===== src/rtl/key_led_pkg.sv =====
// key_led_pkg: state codes, step-to-code mapping and FSM encoding shared by
// the key hold-time FSM and the downstream LED stage.
package key_led_pkg;

  // LED state codes (bit-exact with the LED stage)
  localparam logic [6:0] IDLE     = 7'b0000001;
  localparam logic [6:0] HALF     = 7'b0000010;
  localparam logic [6:0] ONE      = 7'b0000100;
  localparam logic [6:0] ONE_HALF = 7'b0001000;
  localparam logic [6:0] TWO      = 7'b0010000;
  localparam logic [6:0] TWO_HALF = 7'b0100001;
  localparam logic [6:0] THREE    = 7'b1000001;

  // Highest step index (3 s); the index saturates here
  localparam logic [2:0] STEP_MAX = 3'd6;

  typedef enum logic [1:0] {
    S_IDLE,
    S_MEAS,
    S_SHOW
  } fsm_e;

  // Step index 0..6 -> LED code; anything else falls back to IDLE
  function automatic logic [6:0] step_code(input logic [2:0] idx);
    logic [6:0] code;
    case (idx)
      3'd0:    code = IDLE;
      3'd1:    code = HALF;
      3'd2:    code = ONE;
      3'd3:    code = ONE_HALF;
      3'd4:    code = TWO;
      3'd5:    code = TWO_HALF;
      3'd6:    code = THREE;
      default: code = IDLE;
    endcase
    return code;
  endfunction

endpackage


===== src/rtl/key_debounce.sv =====
// key_debounce: 2-flop synchroniser, debounce counter and edge pulses for
// one active-low push key.
//   sys_clk       in  system clock
//   sys_rst       in  asynchronous active-high reset
//   key_in        in  raw key, active-low, asynchronous
//   key_db        out debounced key (1 = released)
//   press_pulse   out 1-cycle pulse the cycle after key_db falls
//   release_pulse out 1-cycle pulse the cycle after key_db rises
module key_debounce #(
  parameter int unsigned DEBOUNCE_CNT = 1_000_000
) (
  input  logic sys_clk,
  input  logic sys_rst,
  input  logic key_in,
  output logic key_db,
  output logic press_pulse,
  output logic release_pulse
);

  localparam int unsigned DW = (DEBOUNCE_CNT > 1) ? $clog2(DEBOUNCE_CNT) : 1;
  localparam logic [DW-1:0] DB_LAST = DW'(DEBOUNCE_CNT - 1);

  logic          sync1_q, sync2_q;
  logic          db_q, db_d;
  logic          db_prev_q;
  logic [DW-1:0] cnt_q, cnt_d;
  logic          press_q, release_q;

  // Count only while the synchronised key disagrees with the accepted value;
  // any agreement (a bounce back) restarts the count from zero.
  always_comb begin
    db_d  = db_q;
    cnt_d = '0;
    if (sync2_q != db_q) begin
      if (cnt_q == DB_LAST) begin
        db_d = sync2_q;
      end else begin
        cnt_d = cnt_q + 1'b1;
      end
    end
  end

  always_ff @(posedge sys_clk or posedge sys_rst) begin
    if (sys_rst) begin
      sync1_q   <= 1'b1;
      sync2_q   <= 1'b1;
      db_q      <= 1'b1;
      db_prev_q <= 1'b1;
      cnt_q     <= '0;
      press_q   <= 1'b0;
      release_q <= 1'b0;
    end else begin
      sync1_q   <= key_in;
      sync2_q   <= sync1_q;
      db_q      <= db_d;
      cnt_q     <= cnt_d;
      db_prev_q <= db_q;
      press_q   <= db_prev_q & ~db_q;
      release_q <= ~db_prev_q & db_q;
    end
  end

  assign key_db        = db_q;
  assign press_pulse   = press_q;
  assign release_pulse = release_q;

endmodule


===== src/rtl/key_hold_fsm.sv =====
// key_hold_fsm: measures how long a debounced key is held in STEP_CNT-cycle
// steps (saturating at step 6), drives the LED state code live while held,
// keeps the final code for HOLD_CNT cycles after release, then returns to IDLE.
//   sys_clk  in  system clock
//   sys_rst  in  asynchronous active-high reset
//   key_in   in  raw key, active-low, asynchronous
//   state    out 7-bit LED state code, registered
//   key_busy out high while a debounced press is in progress, registered
module key_hold_fsm
  import key_led_pkg::*;
#(
  parameter int unsigned DEBOUNCE_CNT = 1_000_000,
  parameter int unsigned STEP_CNT     = 25_000_000,
  parameter int unsigned HOLD_CNT     = 500_000_000
) (
  input  logic       sys_clk,
  input  logic       sys_rst,
  input  logic       key_in,
  output logic [6:0] state,
  output logic       key_busy
);

  localparam int unsigned SW = (STEP_CNT > 1) ? $clog2(STEP_CNT) : 1;
  localparam int unsigned HW = (HOLD_CNT > 1) ? $clog2(HOLD_CNT) : 1;
  localparam logic [SW-1:0] STEP_LAST = SW'(STEP_CNT - 1);
  localparam logic [HW-1:0] HOLD_LAST = HW'(HOLD_CNT - 1);

  logic key_db;
  logic press_pulse, release_pulse;

  key_debounce #(
    .DEBOUNCE_CNT(DEBOUNCE_CNT)
  ) u_debounce (
    .sys_clk      (sys_clk),
    .sys_rst      (sys_rst),
    .key_in       (key_in),
    .key_db       (key_db),
    .press_pulse  (press_pulse),
    .release_pulse(release_pulse)
  );

  fsm_e          fsm_q, fsm_d;
  logic [2:0]    step_idx_q, step_idx_d;
  logic [SW-1:0] step_cnt_q, step_cnt_d;
  logic [HW-1:0] hold_cnt_q, hold_cnt_d;
  logic [6:0]    state_q, state_d;
  logic          busy_q, busy_d;

  logic step_wrap, step_adv, hold_last;

  assign step_wrap = (step_cnt_q == STEP_LAST);
  // Release takes priority over a coincident step wrap
  assign step_adv  = step_wrap && (step_idx_q < STEP_MAX) && !release_pulse;
  assign hold_last = (hold_cnt_q == HOLD_LAST);

  always_ff @(posedge sys_clk or posedge sys_rst) begin
    if (sys_rst) begin
      fsm_q      <= S_IDLE;
      step_idx_q <= '0;
      step_cnt_q <= '0;
      hold_cnt_q <= '0;
      state_q    <= IDLE;
      busy_q     <= 1'b0;
    end else begin
      fsm_q      <= fsm_d;
      step_idx_q <= step_idx_d;
      step_cnt_q <= step_cnt_d;
      hold_cnt_q <= hold_cnt_d;
      state_q    <= state_d;
      busy_q     <= busy_d;
    end
  end

  // Next FSM state and counters
  always_comb begin
    fsm_d      = fsm_q;
    step_idx_d = step_idx_q;
    step_cnt_d = step_cnt_q;
    hold_cnt_d = hold_cnt_q;
    case (fsm_q)
      S_IDLE: begin
        if (press_pulse) begin
          fsm_d      = S_MEAS;
          step_idx_d = '0;
          step_cnt_d = '0;
        end
      end
      S_MEAS: begin
        step_cnt_d = step_wrap ? '0 : step_cnt_q + 1'b1;
        if (release_pulse) begin
          fsm_d      = (step_idx_q == '0) ? S_IDLE : S_SHOW;
          hold_cnt_d = '0;
        end else if (step_adv) begin
          step_idx_d = step_idx_q + 3'd1;
        end
      end
      S_SHOW: begin
        hold_cnt_d = hold_cnt_q + 1'b1;
        if (press_pulse) begin
          fsm_d      = S_MEAS;
          step_idx_d = '0;
          step_cnt_d = '0;
          hold_cnt_d = '0;
        end else if (hold_last) begin
          fsm_d = S_IDLE;
        end
      end
      default: begin
        fsm_d = S_IDLE;
      end
    endcase
  end

  // Registered outputs: next LED code and busy flag
  always_comb begin
    state_d = state_q;
    busy_d  = busy_q;
    case (fsm_q)
      S_IDLE: begin
        state_d = IDLE;
        if (press_pulse) busy_d = 1'b1;
      end
      S_MEAS: begin
        if (release_pulse) begin
          busy_d = 1'b0;
        end else if (step_adv) begin
          state_d = step_code(step_idx_q + 3'd1);
        end
      end
      S_SHOW: begin
        if (press_pulse) begin
          state_d = IDLE;
          busy_d  = 1'b1;
        end else if (hold_last) begin
          state_d = IDLE;
        end
      end
      default: begin
        state_d = IDLE;
        busy_d  = 1'b0;
      end
    endcase
  end

  assign state    = state_q;
  assign key_busy = busy_q;

endmodule


===== config.mk =====
export PLATFORM = sky130hd
export DESIGN_NAME = key_hold_fsm
export DESIGN_NICKNAME = d
export VERILOG_FILES = /design/src/rtl/key_led_pkg.sv /design/src/rtl/key_debounce.sv /design/src/rtl/key_hold_fsm.sv
export SDC_FILE = /design/constraint.sdc
export NUM_CORES = 1
export LEC_CHECK = 0
export BUFFER_PORTS_ARGS = -buffer_cell sky130_fd_sc_hd__buf_4
export CORE_MARGIN = 2
export CORE_UTILIZATION = 45
export DETAILED_ROUTE_END_ITERATION = 10
export SYNTH_ARGS = -nofsm -noshare
export SYNTH_HDL_FRONTEND = slang
export SYNTH_HIERARCHICAL = 1
export SYNTH_SLANG_ARGS = --single-unit

===== constraint.sdc =====
create_clock -name sys_clk -period 2.95 [get_ports sys_clk]
set_input_delay 0.4425 -clock sys_clk [delete_from_list [all_inputs] [get_ports sys_clk]]
set_output_delay 0.4425 -clock sys_clk [all_outputs]
set_load 0.02 [all_outputs]

==> metrics <==
list of most frequent post-synthesis cells=dfrtp_1 (88), nor2_1 (61), nand2_1 (45); Clock power frac=0.365; NetSw=465.2 uW; hold depth=1; CP max FO=23; top routing layer used=met4; Yosys Warn Count=6; leading cell type by number of instances after synthesis=dfrtp_1; Skew-Pair Late Insertion Delay=~370 ps; switch share=0.2231; share of the synthesized area in the top cell type=0.4453; critical path's top delay family=simple AND/OR/NAND/NOR gates; CTS sink cnt=93; Bufs and invs on worst path=0; Flop pwr share=0.615; Syn Area/Cell=between 9 and 10 um^2; vias in the first global route=3588; Distinct cells, synth=60; Power Density=394.3 nW/um^2; clk slew on worst S/H paths=80 ps; FF-to-FF Start=step_cnt_q[18]$_DFFE_PP0P_; Hold Path Class=in2reg; vias per cell=between 5 and 6; Pleak=2.286 nW; Critical-path top delay cell=or4_4; Core Rows=38; startpoint types=register; final wirelength=between 9000 and 10000 um; status=finished, final reports clean; Initial Util=0.4581; RSZ-0062 raised after global routing=no; DRT iter0 DRCs=around 230; die height=108.8 um; nets=528; # Post-CTS Setup Buffers=0; reg2reg setup slack=670 ps; critical-path cell list=and3_1 -> nand4_2 -> or4_4 -> a21oi_4 -> nor2_1; Syn Inst Count=512; Worst Hold Path EP=u_debounce/sync1_q$_DFF_PP1_; Combinational Power Share=0.020; antenna viol nets, final=0; routability cong.=0.7743; internal power=1.620 mW; CTS Hold Buffers Added=0; R2R cell count=5; WS Path Type=reg2reg; flops & latches, synth=93; Slew HR=0.1995; CP arrival=2500 ps; post-synthesis sequential area ratio=0.4719; area of the core=10790 um^2; min cycle time layout=about 2300 ps; data required time of the worst path=3180 ps; Wirelength per Cell=14.86 um; period utilisation layout=0.7715; most area-hungry cell type in the Yosys netlist=dfrtp_1; I/O pins=11; router iterations before antenna repair=4; Top FF cell, synth=dfrtp_1; Max Buffers Root-to-Sink=2; TritonCTS clock tree=done; DR WL met2=4507 um; synth top area cells=dfrtp_1 (45%), xor2_1 (5.0%), nor2_1 (4.6%); first-pass GRT wire length=17080 um; HPWL after detailed placement=roughly 6500 um; all-layer global routing usage=0.1825; setup TNS=0 ps; root buffer selected by CTS=clkbuf_8; largest net degree at the start of global routing=36; Worst VDD drop=0.0003002 V; Max stage delay on crit path=620 ps; drt drc=0; Resized Gates After CTS=0; number of max-cap violations=0; initial antenna violation count=0; total power=roughly 2.1 mW; Reg2Reg Capture Point=step_cnt_q[12]$_DFFE_PP0P_; max frequency=439.4 MHz; count of pins over their slew limit=0; Post-synth EDFFs=0; final hold vios=0; die area=11840 um^2; Worst Tran Pin Value=around 1200 ps; Worst Clk Skew=12.88 ps; Post-Syn Area=4945 um^2; hold path start=key_in; final setup fails=0; H-tree levels=3; die width=roughly 110 um; total number of vias=3711; Synthesized Nets=523; DR WL met3=around 230 um; Critical Path End Type=register; ANT cells=0; Num CTS Buffers=9; share of layout cells above drive strength 1=0.1054; share of flip-flops with an asynchronous set or reset=1.000; total congestion overflow=0; wl on met1=4976 um; IO buf count=10; P&R area growth vs syn=6.984%
[power groups by stage]
| stage | sequential, mW | combinational [mW] | clock [mW] |
|---|---|---|---|
| finish | 1.28 | 0.0421 | 0.760 |
| global route | 1.28 | 0.0498 | 0.844 |
| CTS | 1.28 | 0.0448 | 0.795 |
| detailed placement | 1.31 | 0.0447 | 0 |
| global placement | 1.31 | 0.0434 | 0 |
| floorplan | 1.31 | 0.0295 | 0 |
[flip-flops by register name (all words and copies together), names as in the netlist]
register                  cells
fsm_q                         2
hold_cnt_q                   29
key_busy                      1
state                         7
step_cnt_q                   25
step_idx_q                    3
u_debounce/cnt_q             20
u_debounce/db_prev_q          1
u_debounce/key_db             1
u_debounce/press_pulse        1
u_debounce/release_pulse      1
u_debounce/sync1_q            1
u_debounce/sync2_q            1
[final cells by class]
cell class	count	area, um^2
clock buffer	15	156.4
tap	140	175.2
clock inverter	1	7.507
timing repair buffer	14	117.6
inverter	16	60.06
sequential	93	2333
fill	1015	5503
multi-input combinational	383	2440
[worst max path at each step]
stage                     slack [ps]                  startpoint  cells past startpoint                    endpoint
after floorplan                  830                     sys_rst                      1        fsm_q[0]$_DFFE_PP0P_
after global placement           750   step_cnt_q[9]$_DFFE_PP0P_                      4  step_cnt_q[12]$_DFFE_PP0P_
after detailed placement         690        fsm_q[0]$_DFFE_PP0P_                      4   step_cnt_q[4]$_DFFE_PP0P_
after CTS                        670        fsm_q[0]$_DFFE_PP0P_                      4  step_cnt_q[13]$_DFFE_PP0P_
after global routing             440        fsm_q[0]$_DFFE_PP0P_                      4  step_cnt_q[19]$_DFFE_PP0P_
final                            670  step_cnt_q[18]$_DFFE_PP0P_                      5  step_cnt_q[12]$_DFFE_PP0P_
[cell usage in the layout, fill, tap and decap left out, drive strengths merged, types with 4 or more instances in the layout]
cell type / Yosys / final
nand2: 45 / 45
and2: 8 / 8
o31ai: 4 / 4
nor3b: 4 / 4
dfrtp: 88 / 88
ha: 8 / 8
a22o: 8 / 8
nor4: 13 / 13
o211ai: 4 / 4
buf: 8 / 14
nand3: 33 / 33
nor2: 62 / 62
inv: 16 / 16
clkbuf: 12 / 15
or4: 7 / 7
nor2b: 5 / 5
dfstp: 5 / 5
and3: 9 / 9
xor2: 28 / 28
a21o: 4 / 4
nand4: 24 / 24
nor3: 10 / 10
xnor2: 18 / 18
o21ai: 38 / 38
nand2b: 4 / 4
a31oi: 5 / 5
a21oi: 10 / 10
[metrics by stage]
stage / hold WS, ps / cell area (um^2) / utilization / setup slack, ps / instances
after CTS: 163.0 / 5290 / 0.4901 / 666.3 / 662
after detailed placement: 346.8 / 5126 / 0.4750 / 690.1 / 646
after global routing: 156.6 / 5290 / 0.4901 / 441.8 / 662
after floorplan: 345.2 / 4945 / - / 826.0 / 512
after global placement: 345.9 / 5126 / 0.4750 / 750.1 / 646
final: 182.4 / 5290 / 0.4901 / 674.2 / 662
[logic make-up after synthesis]
family,count (synthesis),synth area share
XOR/XNOR,46,0.08148
buffers and inverters,36,0.03542
AND/OR/NAND/NOR,237,0.2558
adder cells (fa/ha/maj),8,0.02024
multiplexers,3,0.006831
flip-flops,93,0.4719
AO/OA/AOI/OAI,89,0.1283
[routing by layer]
metal	global-route usage	vias up
li1	-	1835
met1	0.2527	1836
met2	0.2875	29
met3	0.03945	11
met4	0.05586	0
met5	0	-
(Power assumes the default switching activity.)
